### config.mk
export PLATFORM = sky130hd
export DESIGN_NAME = key_packet_tx
export DESIGN_NICKNAME = d
export VERILOG_FILES = /design/src/rtl/key_pkt_pkg.sv /design/src/rtl/key_packet_tx.sv
export SDC_FILE = /design/constraint.sdc
export NUM_CORES = 1
export LEC_CHECK = 0
export ABC_AREA = 0
export CORE_AREA = 8 8 84 86
export CTS_CLUSTER_DIAMETER = 40
export CTS_CLUSTER_SIZE = 14
export DETAILED_ROUTE_END_ITERATION = 10
export DIE_AREA = 0 0 92 94
export GPL_ROUTABILITY_DRIVEN = 0
export PLACE_DENSITY = 0.76
export SLEW_MARGIN = 20
export SYNTH_ARGS = -nofsm -noshare
export SYNTH_HDL_FRONTEND = slang
export SYNTH_SLANG_ARGS = --single-unit
### constraint.sdc
create_clock -name clk -period 3.4 [get_ports clk]
set_clock_uncertainty 0.2 [all_clocks]
set_input_delay 1.02 -clock clk [delete_from_list [all_inputs] [get_ports clk]]
set_output_delay 1.02 -clock clk [all_outputs]
set_load 0.03 [all_outputs]
### src/rtl/key_pkt_pkg.sv
// Shared key-packet framing definitions, common to the transmit and receive sides.
package key_pkt_pkg;

  localparam int unsigned FRAME_LEN    = 7;
  localparam int unsigned PREAMBLE_LEN = 3;
  localparam int unsigned IDX_W        = 3;
  localparam int unsigned GAP_W        = 4;
  localparam int unsigned KEY_W        = 32;
  localparam int unsigned BYTE_W       = 8;

  typedef enum logic [2:0] {
    IDLE   = 3'd0,
    SETUP  = 3'd1,
    STROBE = 3'd2,
    HOLD   = 3'd3,
    FIN    = 3'd4
  } key_pkt_state_t;

endpackage

### src/rtl/key_packet_tx.sv
// Serialises a 32-bit key behind a 3-byte preamble, one byte per newbyt toggle.
// The frame byte port is tx_byte because "byte" is a reserved word in SystemVerilog.
module key_packet_tx
  import key_pkt_pkg::*;
#(
  parameter logic [7:0]  HDR0 = 8'hA5,
  parameter logic [7:0]  HDR1 = 8'h5A,
  parameter logic [7:0]  HDR2 = 8'h04,
  parameter int unsigned GAP  = 2
) (
  input  logic        clk,
  input  logic        rst_n,
  input  logic        key_valid,
  input  logic [31:0] key,
  input  logic        pause,
  output logic        key_ready,
  output logic [7:0]  tx_byte,
  output logic        newbyt,
  output logic        busy,
  output logic        done
);

  localparam logic [IDX_W-1:0] LAST_IDX = IDX_W'(FRAME_LEN - 1);
  localparam logic [GAP_W-1:0] GAP_END  = GAP_W'(GAP - 1);

  key_pkt_state_t      state, state_nxt;
  logic [IDX_W-1:0]    idx, idx_nxt;
  logic [GAP_W-1:0]    gap_cnt, gap_nxt;
  logic [KEY_W-1:0]    key_q, key_nxt;
  logic [BYTE_W-1:0]   byte_nxt, frame_byte;
  logic                newbyt_nxt, busy_nxt, done_nxt;

  assign key_ready = (state == IDLE);

  // State and registered outputs
  always_ff @(posedge clk) begin
    if (!rst_n) begin
      state   <= IDLE;
      idx     <= '0;
      gap_cnt <= '0;
      key_q   <= '0;
      tx_byte <= '0;
      newbyt  <= 1'b0;
      busy    <= 1'b0;
      done    <= 1'b0;
    end else begin
      state   <= state_nxt;
      idx     <= idx_nxt;
      gap_cnt <= gap_nxt;
      key_q   <= key_nxt;
      tx_byte <= byte_nxt;
      newbyt  <= newbyt_nxt;
      busy    <= busy_nxt;
      done    <= done_nxt;
    end
  end

  // Next-state, counters and next output values
  always_comb begin
    state_nxt  = state;
    idx_nxt    = idx;
    gap_nxt    = gap_cnt;
    key_nxt    = key_q;
    newbyt_nxt = newbyt;
    frame_byte = 8'h00;

    case (state)
      IDLE: begin
        if (key_valid) begin
          key_nxt   = key;
          idx_nxt   = '0;
          gap_nxt   = '0;
          state_nxt = SETUP;
        end
      end
      SETUP: begin
        if (!pause) state_nxt = STROBE;
      end
      STROBE: begin
        newbyt_nxt = ~newbyt;
        gap_nxt    = '0;
        state_nxt  = HOLD;
      end
      HOLD: begin
        if (gap_cnt == GAP_END) begin
          gap_nxt = '0;
          if (idx == LAST_IDX) begin
            state_nxt = FIN;
          end else begin
            idx_nxt   = idx + 3'd1;
            state_nxt = SETUP;
          end
        end else begin
          gap_nxt = gap_cnt + 4'd1;
        end
      end
      FIN:     state_nxt = IDLE;
      default: state_nxt = IDLE;
    endcase

    // Byte select looks ahead so the byte is already valid during SETUP
    case (idx_nxt)
      3'd0:    frame_byte = HDR0;
      3'd1:    frame_byte = HDR1;
      3'd2:    frame_byte = HDR2;
      3'd3:    frame_byte = key_nxt[31:24];
      3'd4:    frame_byte = key_nxt[23:16];
      3'd5:    frame_byte = key_nxt[15:8];
      3'd6:    frame_byte = key_nxt[7:0];
      default: frame_byte = 8'h00;
    endcase

    byte_nxt = (state_nxt == SETUP) ? frame_byte : tx_byte;
    busy_nxt = (state_nxt != IDLE);
    done_nxt = (state_nxt == FIN);
  end

endmodule

==> summary.md <==
| Metric | Value |
|---|---|
| Top layer in use | met4 |
| P_leak | 1.33 nW |
| PwrDens | 387 nW/µm² |
| Tmin final | 3.13 ns |
| Most frequent cells in the layout | dfxtp_1, nand2_1, clkdlybuf4s50_1 |
| VDD IR max | 0.217 mV |
| TritonCTS clock tree | built |
| Clock tree sinks | 53 |
| Post-layout util | 60.0% |
| Post-route antenna net violation count | 0 |
| Final net count | 400 |
| Die width | 92 µm |
| DPL Wire Length | 5130 µm |
| Antenna cells | 0 |
| Crit path capture | tx_byte[4] |
| # port buffers | 47 |
| CTS H-tree lvls | 2 |
| Die area | 8650 µm² |
| Routed WL | 6990 µm |
| Slew Viols, Final | 0 |
| Starting DRT DRC Count | 347 |
| Final Hold Fails | 0 |
| Mean Syn Cell Area | 9.03 µm² |
| Core area | 5750 µm² |
| Commonest non-fill, non-tap cell in the layout | dfxtp_1 |
| Synth area leaders | dfxtp_1, mux2i_1, nand2_1 |
| Critical path class | in -> reg |
| Routed met1 length | 3240 µm |
| Crit path arrival time | 3.13 ns |
| Initial Util | 49.5% |
| Synthesis-to-finish area growth | 21.2% |
| Cts hold-fix bufs | 0 |
| Yosys top cell by area | dfxtp_1 |
| Post-synth EDFFs | 0 |
| Root buffer cell | clkbuf_8 |
| Final worst slack | 0.272 ns |
| Pre-antenna DRT Iters | 6 |
| Largest net degree at the start of global routing | 37 |
| Clock slew at reported path FFs | 0.10 ns |
| Die height | 94 µm |
| Vias in the first global route | 2493 |
| RR Startpoint | idx[0] |
| Routed len/inst | 16.0 µm |
| Status | finished, final reports clean |
| CTS Buf Count | 5 |
| Syn Std Cell Area | 2840 µm² |
| Total Neg Setup Slack | 0 ns |
| Ys Warns | 0 |
| Met3 WL | 455 µm |
| Worst-Margin Slew | 0.453 ns |
| Met2 WL post-DR | 3180 µm |
| DR vias | 2483 |
| Internal reg-to-reg setup slack | 0.50 ns |
| Type of origin of the critical path | primary input |
| Worst Path Max Fanout | 9 |
| Mapped Cells | 315 |
| Hold Crit Class | reg -> reg |
| RR Endpoint | tx_byte[4] |
| Boundary Pins | 48 |
| Share of layout cells above drive strength 1 | 11.4% |
| Area taken by multi-input logic gates | 1600 µm² |
| Main flop type after synthesis | dfxtp_1 |
| Max-cap check violation count | 0 |
| Syn nets | 355 |
| Clock Path Buffers | 2 |
| FFs w/ async S/R, synth | 0% |
| Crit share post-route | 92.0% |
| Placement Setup Slack | -0.0306 ns |
| Clock Latency Late Sink | 0.31 ns |
| R2R depth | 7 |
| Antenna violations before repair | 0 |
| CP required | 3.41 ns |
| Fillers | 535 |
| Total Routing Usage GR | 16.6% |
| Global-route wire length before repair | 11900 µm |
| RSZ-0062 raised after global routing | no |
| Final hold slack | 0.268 ns |
| Total gr overflow | 0 |
| Setup bufs post-CTS | 0 |
| Register area | 1060 µm² |
| Synthesized flop and latch total | 53 |
| Row count | 28 |
| Achievable Freq | 0.320 GHz |
| Post-synthesis sequential area ratio | 37.3% |
| Cts repair resizes | 0 |
| Top cell type's share of synthesized area | 37.3% |
| Number of remaining DRC errors | 0 |
| CP endpoint kind | flop |
| Worst rel slew slack | 69.6% |
| Vias/cell | 5.69 |
| Synth unique cells | 66 |
| Final setup violation count | 0 |
| Pwr Total | 1.33 mW |
| CP Launch Point | key_valid |
==> cell families after synthesis <==
family	count (synthesis)	synth area share, %
simple gates	125	24.4
compound gates	86	22.6
flops	53	37.3
buf+inv	26	6.56
mux	20	7.04
fa+ha+maj	4	1.76
xor+xnor	1	0.308
==> final cells by class <==
cell class | instances | share of cell area, %
Multi-Input combinational cell | 236 | 46.3
Sequential cell | 53 | 30.8
Timing Repair Buffer | 62 | 16.9
Clock buffer | 7 | 2.79
Tap cell | 75 | 2.72
Clock inverter | 1 | 0.254
Inverter | 2 | 0.218
==> flip-flops by register name, summed over array words and instances (netlist names) <==
register / count
busy: 1
done: 1
gap_cnt: 4
idx: 3
key_q: 32
newbyt: 1
state: 3
tx_byte: 8
==> where the power goes <==
| part | total, mW | internal, mW | leakage [nW] | switching [mW] |
|---|---|---|---|---|
| Combinational | 0.250 | 0.122 | 0.841 | 0.127 |
| Sequential | 0.683 | 0.659 | 0.434 | 0.0246 |
| Clock | 0.401 | 0.188 | 0.0549 | 0.212 |
==> critical path, stage by stage <==
cell and delay, ns:
clkdlybuf4s50_1 0.53, nor4b_4 0.39, buf_4 0.28, mux2i_1 0.31, a2bb2oi_1 0.26, o22ai_1 0.12, a32o_1 0.22
==> metal layers <==
| layer | vias to the layer above | global-route usage (%) |
|---|---|---|
| li1 | 1224 | - |
| met1 | 1140 | 21.7 |
| met2 | 105 | 27.1 |
| met3 | 14 | 3.36 |
| met4 | 0 | 4.83 |
| met5 | - | 0 |
==> metrics by stage <==
| step | std cells | area, µm² |
|---|---|---|
| 2_1_floorplan | 315 | 2840 |
| 3_3_place_gp | 428 | 3340 |
| 3_5_place_dp | 428 | 3340 |
| 4_1_cts | 436 | 3450 |
| 5_1_grt | 436 | 3450 |
| 6_report | 436 | 3450 |
==> synth_stat cells (5+ instances only) <==
master    number
clkbuf_1       8
mux2i_1       20
a211oi_1       5
nor3_1         7
nor2b_1       19
a21boi_0      14
nor2_1        11
nand3_1        5
o21ai_0       15
a21oi_1       10
dfxtp_1       53
nand2_1       48
and2_1         8
buf_6          7
==> how the worst min path moves through the flow <==
stage / depth (start not counted) / end / start
2_1_floorplan: 1 / gap_cnt[3] / gap_cnt[3]
3_3_place_gp: 2 / key_q[19] / key_q[19]
3_5_place_dp: 2 / key_q[30] / key_q[30]
4_1_cts: 2 / key_q[30] / key_q[30]
5_1_grt: 2 / key_q[23] / key_q[23]
6_report: 2 / key_q[19] / key_q[19]
Note: power is estimated with default switching activity, not from simulation.
==> variant, RTL diff (same settings) <==
Re-encode `key_pkt_state_t` (5 states) as one-hot, 5 bits wide.
--- a/src/rtl/key_pkt_pkg.sv
+++ b/src/rtl/key_pkt_pkg.sv
@@ -9,10 +9,10 @@
   localparam int unsigned BYTE_W       = 8;
 
-  typedef enum logic [2:0] {
-    IDLE   = 3'd0,
-    SETUP  = 3'd1,
-    STROBE = 3'd2,
-    HOLD   = 3'd3,
-    FIN    = 3'd4
+  typedef enum logic [4:0] {
+    IDLE   = 5'b00001,
+    SETUP  = 5'b00010,
+    STROBE = 5'b00100,
+    HOLD   = 5'b01000,
+    FIN    = 5'b10000
   } key_pkt_state_t;
 
Check against the original RTL: same outputs for any inputs over 10 cycles, from zero or initial values and one cycle with rst_n low; not proved beyond that.
==> variant against the unedited design <==
First-iteration DRC count fell by 71%. Wire length is 15% lower. Worst setup slack improved by 0.0039 ns. Total power is 4.6% higher. Largest power group unchanged. Via count down 11%. Sequential cell count up 2. Sequential share of layout area up 2.6 points. Synthesized cell count shrank 10%. Final area shrank 4.4%. Area after synthesis decreased by 6.6%.
==> variant: results (changes against the unedited design) <==
largest net degree at the start of global routing 36 (-2.7%); status completed; first-pass GRT wire length 10.0 mm (-16%); IR drop worst, VDD 0.000251 V (+16%); Largest regs key_q (32), tx_byte (8), state (5); Worst Max-Slew Pin Slew 0.618 ns (+0.165 ns); Synth Area in Compound Gates 18.1% (-4.5 points); Post-synth top cells dfxtp_1 (55), nand2_1 (30), mux2i_1 (17), nor2_1 (17), nor2b_1 (16); Place WS -0.00424 ns (+0.0263 ns); Max FO, Critical Path 5 (-4); multiplexer share of the synthesized area 8.95% (+1.9 points); Lkg Pwr 0.00125 µW (-6.4%); fill count 543 (+1.5%); share of cells above drive strength 1 12.3% (+0.95 points); Area contributors post-synth dfxtp_1 (41%), mux2i_1 (6.4%), nand2_1 (4.2%); area share of fa/ha/maj cells after synthesis 1.89% (+0.13 points); area share of xor/xnor cells in the synthesized design 1.32% (+1.0 points); Seq/Total Area, Yosys 41.5% (+4.2 points); Mapped Nets 322 (-9.3%); Total GRT Usage 13.9% (-2.8 points); DR vias/cell 5.40 (-5.2%); P_sw 387 µW (+6.4%); Syn Inst Count 282 (-10%); post-synth cell types 57 (-14%); GRT met3 Usage 3.68% (+0.32 points); P_seq 714 µW (+4.5%); DP Cell Count 400 (-6.5%); WL final 5.95 mm (-15%); M2 GR Usage 23.0% (-4.1 points); hpwl dp 4.54 mm (-11%)
-- variant: changes by cell type after synthesis, moves of 4 or more --
| cell | delta |
|---|---|
| a32o_1 | -4 |
| nand2_1 | -18 |
| mux2_2 | +6 |
| o211ai_1 | +4 |
| inv_1 | +5 |
| nor2_1 | +6 |
| o21ai_0 | -5 |
| buf_4 | -4 |
| clkbuf_8 | +4 |
| and2_1 | +4 |
| a21boi_0 | -5 |
-- variant: through the flow --
stage / total power (µW) / area [µm²]
after floorplan: 918 / 2660
after global placement: 1030 / 3200
after detailed placement: 1030 / 3200
after CTS: 1400 / 3300
after global routing: 1450 / 3300
final: 1390 / 3300
-- variant: cell type report --
| type | instances | area (µm²) | share of cell area (%) |
|---|---|---|---|
| Sequential cell | 55 | 1100 | 33.4 |
| Clock inverter | 1 | 8.76 | 0.266 |
| Inverter | 7 | 26.3 | 0.797 |
| Tap cell | 75 | 93.8 | 2.85 |
| Clock buffer | 7 | 86.3 | 2.62 |
| Timing Repair Buffer | 59 | 586 | 17.8 |
| Multi-Input combinational cell | 204 | 1400 | 42.3 |
-- variant: final timing paths --
path / depth (start not counted) / to / slack, ns / startpoint
min: 2 / key_q[18]$_SDFF_PN0_ / 0.26 / key_q[18]$_SDFF_PN0_
max: 8 / tx_byte[5]$_SDFFE_PN0N_ / 0.28 / key_valid
max reg2reg: 8 / tx_byte[5]$_SDFFE_PN0N_ / 0.42 / gap_cnt[0]$_SDFFE_PN0P_
min reg2reg: 2 / key_q[18]$_SDFF_PN0_ / 0.26 / key_q[18]$_SDFF_PN0_
-- variant: per-layer routing --
layer / vias to the layer above / wire (µm)
met2: 49 / 2820
met4: 0 / 70
li1: 1111 / -
met3: 6 / 265
met5: - / 0
met1: 1037 / 2790
